[config.mk]
export PLATFORM = sky130hd
export DESIGN_NAME = cmp_sort_ctrl
export DESIGN_NICKNAME = d
export VERILOG_FILES = /design/src/rtl/cmp_sort_pkg.sv /design/src/rtl/cmp_sort_ctrl_comparator.sv /design/src/rtl/cmp_sort_ctrl.sv
export SDC_FILE = /design/constraint.sdc
export NUM_CORES = 1
export LEC_CHECK = 0
export ABC_CLOCK_PERIOD_IN_PS = 9400
export CAP_MARGIN = 20
export CORE_MARGIN = 8
export CORE_UTILIZATION = 60
export DETAILED_ROUTE_END_ITERATION = 8
export GPL_ROUTABILITY_DRIVEN = 0
export GPL_TIMING_DRIVEN = 0
export PLACE_DENSITY = 0.78
export SYNTH_ARGS = -nofsm -noshare
export SYNTH_HDL_FRONTEND = slang
export SYNTH_SLANG_ARGS = --single-unit
[constraint.sdc]
create_clock -name clk -period 9.4 [get_ports clk]
set_input_delay 0.94 -clock clk [delete_from_list [all_inputs] [get_ports clk]]
set_output_delay 0.94 -clock clk [all_outputs]
set_load 0.05 [all_outputs]
[src/rtl/cmp_sort_pkg.sv]
// Shared types and constants for the compare-sort sequencer.
// Latency: n/a (types and constants only).
// Backpressure: n/a.
package cmp_sort_pkg;

    localparam int DATA_W = 4;
    localparam int N_MAX  = 16;

    // IDLE/LOAD accept words, SORT runs bubble passes, DRAIN streams results
    typedef enum logic [1:0] {
        IDLE  = 2'd0,
        LOAD  = 2'd1,
        SORT  = 2'd2,
        DRAIN = 2'd3
    } sort_state_t;

endpackage

[src/rtl/cmp_sort_ctrl_comparator.sv]
// 4-bit unsigned magnitude comparator; exactly one output is high.
// Latency: combinational, zero cycles.
// Backpressure: none, pure function of its inputs.
module comparator (
    input  logic [3:0] Data_in_A,
    input  logic [3:0] Data_in_B,
    output logic       less,
    output logic       equal,
    output logic       greater
);

    assign less    = (Data_in_A <  Data_in_B);
    assign equal   = (Data_in_A == Data_in_B);
    assign greater = (Data_in_A >  Data_in_B);

endmodule

[src/rtl/cmp_sort_ctrl.sv]
// Loads N 4-bit words, bubble-sorts them in place on one shared comparator, streams them out ascending.
// Latency: N load cycles, N-1 .. N(N-1)/2 compare cycles, N drain cycles at full throughput.
// Backpressure: in_ready low outside IDLE/LOAD; out_data/out_last hold while out_ready is low.
module cmp_sort_ctrl
    import cmp_sort_pkg::*;
#(
    parameter int N  = 8,
    parameter int CW = $clog2(N*(N-1)/2+1)
) (
    input  logic              clk,
    input  logic              rst_n,
    input  logic              flush,
    input  logic              in_valid,
    input  logic [DATA_W-1:0] in_data,
    output logic              in_ready,
    output logic              out_valid,
    output logic [DATA_W-1:0] out_data,
    input  logic              out_ready,
    output logic              out_last,
    output logic              busy,
    output logic [CW-1:0]     swap_cnt
);

    localparam int            IW       = $clog2(N);
    localparam logic [IW-1:0] LAST_IDX = IW'(N-1);
    localparam logic [IW-1:0] LAST_J   = IW'(N-2);

    sort_state_t       state;
    logic [DATA_W-1:0] slot [N];
    logic [IW-1:0]     wi;
    logic [IW-1:0]     ri;
    logic [IW-1:0]     j;
    logic [IW-1:0]     p;
    logic              swapped;

    logic [IW-1:0]     j_nxt;
    logic [DATA_W-1:0] cmp_a;
    logic [DATA_W-1:0] cmp_b;
    logic              cmp_less;
    logic              cmp_equal;
    logic              cmp_greater;

    assign j_nxt = j + 1'b1;

    // Comparator sees the current adjacent pair only while sorting, zeros otherwise
    always_comb begin
        cmp_a = '0;
        cmp_b = '0;
        if (state == SORT) begin
            cmp_a = slot[j];
            cmp_b = slot[j_nxt];
        end
    end

    comparator u_cmp (
        .Data_in_A (cmp_a),
        .Data_in_B (cmp_b),
        .less      (cmp_less),
        .equal     (cmp_equal),
        .greater   (cmp_greater)
    );

    // Outputs decode registered state/indices only, so no input-to-output paths
    assign in_ready  = (state == IDLE) || (state == LOAD);
    assign busy      = (state == SORT) || (state == DRAIN);
    assign out_valid = (state == DRAIN);
    assign out_data  = (state == DRAIN) ? slot[ri] : '0;
    assign out_last  = (state == DRAIN) && (ri == LAST_IDX);

    // Sequencer: load, bubble passes with early exit, drain; flush overrides everything
    always_ff @(posedge clk or negedge rst_n) begin
        if (!rst_n) begin
            state    <= IDLE;
            wi       <= '0;
            ri       <= '0;
            j        <= '0;
            p        <= '0;
            swapped  <= 1'b0;
            swap_cnt <= '0;
            for (int i = 0; i < N; i++) slot[i] <= '0;
        end else if (flush) begin
            state    <= IDLE;
            wi       <= '0;
            ri       <= '0;
            j        <= '0;
            p        <= '0;
            swapped  <= 1'b0;
            swap_cnt <= '0;
        end else begin
            case (state)
                IDLE, LOAD: begin
                    if (in_valid) begin
                        slot[wi] <= in_data;
                        wi       <= wi + 1'b1;
                        // a new block starts counting swaps from zero
                        if (state == IDLE) swap_cnt <= '0;
                        if (wi == LAST_IDX) begin
                            state   <= SORT;
                            j       <= '0;
                            p       <= '0;
                            swapped <= 1'b0;
                        end else begin
                            state <= LOAD;
                        end
                    end
                end
                SORT: begin
                    // strictly greater only, so equal words keep their order
                    if (cmp_greater) begin
                        slot[j]     <= slot[j_nxt];
                        slot[j_nxt] <= slot[j];
                        swap_cnt    <= swap_cnt + 1'b1;
                    end
                    if (j == LAST_J - p) begin
                        if (!(swapped || cmp_greater) || (p == LAST_J)) begin
                            state <= DRAIN;
                            ri    <= '0;
                        end else begin
                            p       <= p + 1'b1;
                            j       <= '0;
                            swapped <= 1'b0;
                        end
                    end else begin
                        j       <= j_nxt;
                        swapped <= swapped | cmp_greater;
                    end
                end
                DRAIN: begin
                    if (out_ready) begin
                        if (ri == LAST_IDX) begin
                            state <= IDLE;
                            wi    <= '0;
                            ri    <= '0;
                        end else begin
                            ri <= ri + 1'b1;
                        end
                    end
                end
                default: state <= IDLE;
            endcase
        end
    end

    // The comparator must resolve every compare to exactly one relation
    a_cmp_onehot: assert property (@(posedge clk) disable iff (!rst_n)
        (state == SORT) |-> $onehot({cmp_less, cmp_equal, cmp_greater}));

endmodule

==> qor.yml <==
cts:
  hold_buffers: 0
  cts_tree: "built"
  cts-buffers-inserted: 5
  worstSkewPairLatency_ns: 0.31
  clk_path_buf_depth: 2
  ctsHtreeMaxLevel: 2
  cts_resized: 0
  clock-sinks: 52
  cts_setup_buffers: 0
  clk_transition_reported_paths_ns: 0.10
  cts_root_buffer: "clkbuf_8"
final_layout:
  syn_to_final_growth_pct: 10.5
  layout.area.seq_sq_um: 1300
  drive_gt1_share_pct: 13.8
  fillers: 610
  diodes: 0
  multi_input_area_sq_um: 2940
  instances_no_fill: 620
  fin_nets: 542
worst_setup_path:
  crit_type: "reg2reg"
  crit_fanout: 10
  max_stage_delay_ns: 0.65
  crit_path_end_kind: "flip-flop"
  crit_arrival_ns: 5.68
  path_cells: "ha_1 -> buf_2 -> buf_1 -> clkbuf_1 -> nand2_1 -> a31oi_1 -> o21ai_0 -> ha_1 -> nand4_1 -> a21oi_1 -> a211oi_1 -> buf_2 -> and2_1 -> mux2_2"
  cp_top_family: "compound AO/OA/AOI/OAI gates"
  required_ns: 9.59
  start_kind: "flip-flop"
  worst-path-buf-inv: 4
  cp_slowest_cell: "a31oi_1"
die:
  fp-row-count: 31
  fp.dieW_microns: 102
  io-pin-count: 22
  die_h_microns: 102
  die-area_sq_um: 10400
  floorplan.initialDensity_pct: 61.4
  core_area_sq_um: 7210
sta:
  finalSetupViolations: 0
  rsz0062_at_grt: "false"
  worst_pin_slew_ns: 1.18
  relSlewSlack_pct: 20.8
  final.min_clock_period_ns: 5.49
  fin_worst_skew_ns: 0.0155
  setup_tns_ns: 0
  period_share_pct: 58.4
  finalHoldViolations: 0
  max_freq_ghz: 0.182
  maxSlewViolCount: 0
logic_synthesis:
  syn_inst: 490
  synth_warnings: 0
  ys_ff_latch: 52
  syn-cell-area_sq_um: 4430
  ys_types: 59
  ys_async_sr_fraction_pct: 100
  synth-edff-count: 0
  ys_seq_area_share_pct: 29.4
  avgSynthCellArea_sq_um: 9.04
  synth_fp_nets: 512
  synth.largest_area_cell: "dfrtp_1"
  synth.area.top_cells: "dfrtp_1 (29%), mux4_2 (8.6%), mux2_2 (5.8%)"
  synth_top_area_share_pct: 29.4
  synth_flop_cell: "dfrtp_1"
routing:
  initialDrtViolationCount: 1057
  wire_per_inst_microns: 24.3
  vias: 4567
  drc: 40
  dr.pass1.iters: 9
  viasPerCell: 7.37
  ant_nets: 0
  drt_wl_total_mm: 15.1
global_routing:
  antenna_found_initial: 0
  grt_pass1_vias: 4309
  grt_pass1_wl_mm: 23.5
  grt_max_degree: 29
  grt_overflow: 0
  grtUsageTotal_pct: 29.7
pwr:
  finalPower_uw: 653
  power.density_nw_per_um2: 133
  p_leak_uw: 0.00185
  ir_drop_v: 0.000106
flow_run:
  maxCapViolCount: 0
worst_hold_path:
  hp-class: "reg2reg"
status:
  status: "finished with violations"
  violations: "design-rule violations"
place:
  io_buffers: 21
  hpwl_mm: 11.1
  dp.cells: 611
## cell type report
cell class | instances | area share [%]
sequential | 52 | 26.6
buffer | 35 | 3.12
clock inverter | 2 | 0.716
tap | 99 | 2.53
inverter | 9 | 0.691
clock buffer | 6 | 1.48
timing repair buffer | 23 | 4.76
multi-input combinational | 394 | 60.1
## state kept, by name, indices dropped and copies added (netlist names)
| name | flops |
|---|---|
| j | 3 |
| slot | 32 |
| ri | 3 |
| p | 3 |
| swap_cnt | 5 |
| wi | 3 |
| state | 2 |
| swapped | 1 |
## where the power goes
group | switching, uW | total (uW) | internal (uW)
Combinational | 111 | 194 | 83.0
Clock | 73.2 | 152 | 79.1
Sequential | 50.2 | 306 | 256
## worst paths after layout
kind	from	to	slack [ns]	cells past startpoint
worst max-delay path	j[0]$_DFFE_PN0P_	slot[31]$_DFFE_PN0P_	3.91	14
worst min-delay path	swap_cnt[0]$_DFFE_PN0P_	swap_cnt[0]$_DFFE_PN0P_	0.55	1
worst max register to register	j[0]$_DFFE_PN0P_	slot[31]$_DFFE_PN0P_	3.91	14
worst min register to register	swap_cnt[0]$_DFFE_PN0P_	swap_cnt[0]$_DFFE_PN0P_	0.55	1
max in group asynchronous	rst_n	slot[0]$_DFFE_PN0P_	8.21	2
min in group asynchronous	rst_n	state[1]$_DFFE_PN0P_	0.63	1
## placed cells by master (no fill, tap or decap), types with 5 or more instances in the layout
cell             count
a211oi_1             5
a21oi_1             32
a22o_1               5
a22oi_1             22
a31oi_1             21
a32oi_1              9
and2_1              15
and3_1               9
buf_1                5
buf_2               12
clkbuf_1            18
clkbuf_8             5
clkdlybuf4s50_1     20
dfrtp_1             52
ha_1                13
inv_1                9
mux2_2              23
mux2i_1             11
mux4_2              17
nand2_1             33
nand2b_1            11
nand3_1             17
nor2_1              24
nor2b_1             13
nor3_1              14
o211ai_1             7
o21ai_0             32
## layer usage
layer	wire length (microns)	global-route usage [%]	vias up
met5	0	0	-
met4	839	12.5	0
met3	2360	9.54	91
met2	6110	42.5	373
met1	5750	40.3	2142
li1	-	-	1961
## cell usage after synthesis (4+ instances only)
cell and instances:
o41ai_1 4, ha_1 13, nor2b_1 13, and3_1 9
a32oi_1 9, nand3b_1 4, inv_1 9, a21oi_1 32
buf_2 11, a211oi_1 5, mux2_2 23, a222oi_1 4
a22o_1 5, clkbuf_1 17, nor3_1 14, mux4_2 17
mux2i_1 11, buf_1 5, o21ai_0 32, a22oi_1 22
nand2_1 33, dfrtp_1 52, nor2_1 24, o22ai_1 4
a31oi_1 21, and2_1 15, nand2b_1 11, nand3_1 17
o211ai_1 7, o2bb2ai_1 4
## worst register-to-register path: cells and delay by family (launching register included)
family,cells,cell delay (ns)
multiplexers,1,0.38
AND/OR/NAND/NOR,3,0.70
adder cells (fa/ha/maj),2,0.68
buffers and inverters,4,1.48
AO/OA/AOI/OAI,4,1.63
flip-flops,1,0.50
## through the flow
stage	util (%)	setup WS, ns	instance area, sq um	hold WS [ns]
6_report	67.8	3.91	4890	0.547
5_1_grt	67.8	4.00	4890	0.575
4_1_cts	67.7	4.37	4880	0.543
3_5_place_dp	66.2	4.39	4780	0.526
3_3_place_gp	66.0	4.39	4760	0.528
2_1_floorplan	-	5.72	4430	0.508
## kinds of logic (layout without fill, tap and decap cells)
logic type | count (synthesis) | after routing | share of synthesized area (%)
muxes | 52 | 52 | 17.3
adders and majority gates | 13 | 13 | 3.67
AOI/OAI and AO/OA | 170 | 170 | 25.9
DFF | 52 | 52 | 29.4
buffers and inverters | 44 | 75 | 4.21
xor gates and xnor gates | 5 | 5 | 1.47
and+or+nand+nor | 154 | 154 | 18.1
Power figures use the tool's default switching activity.
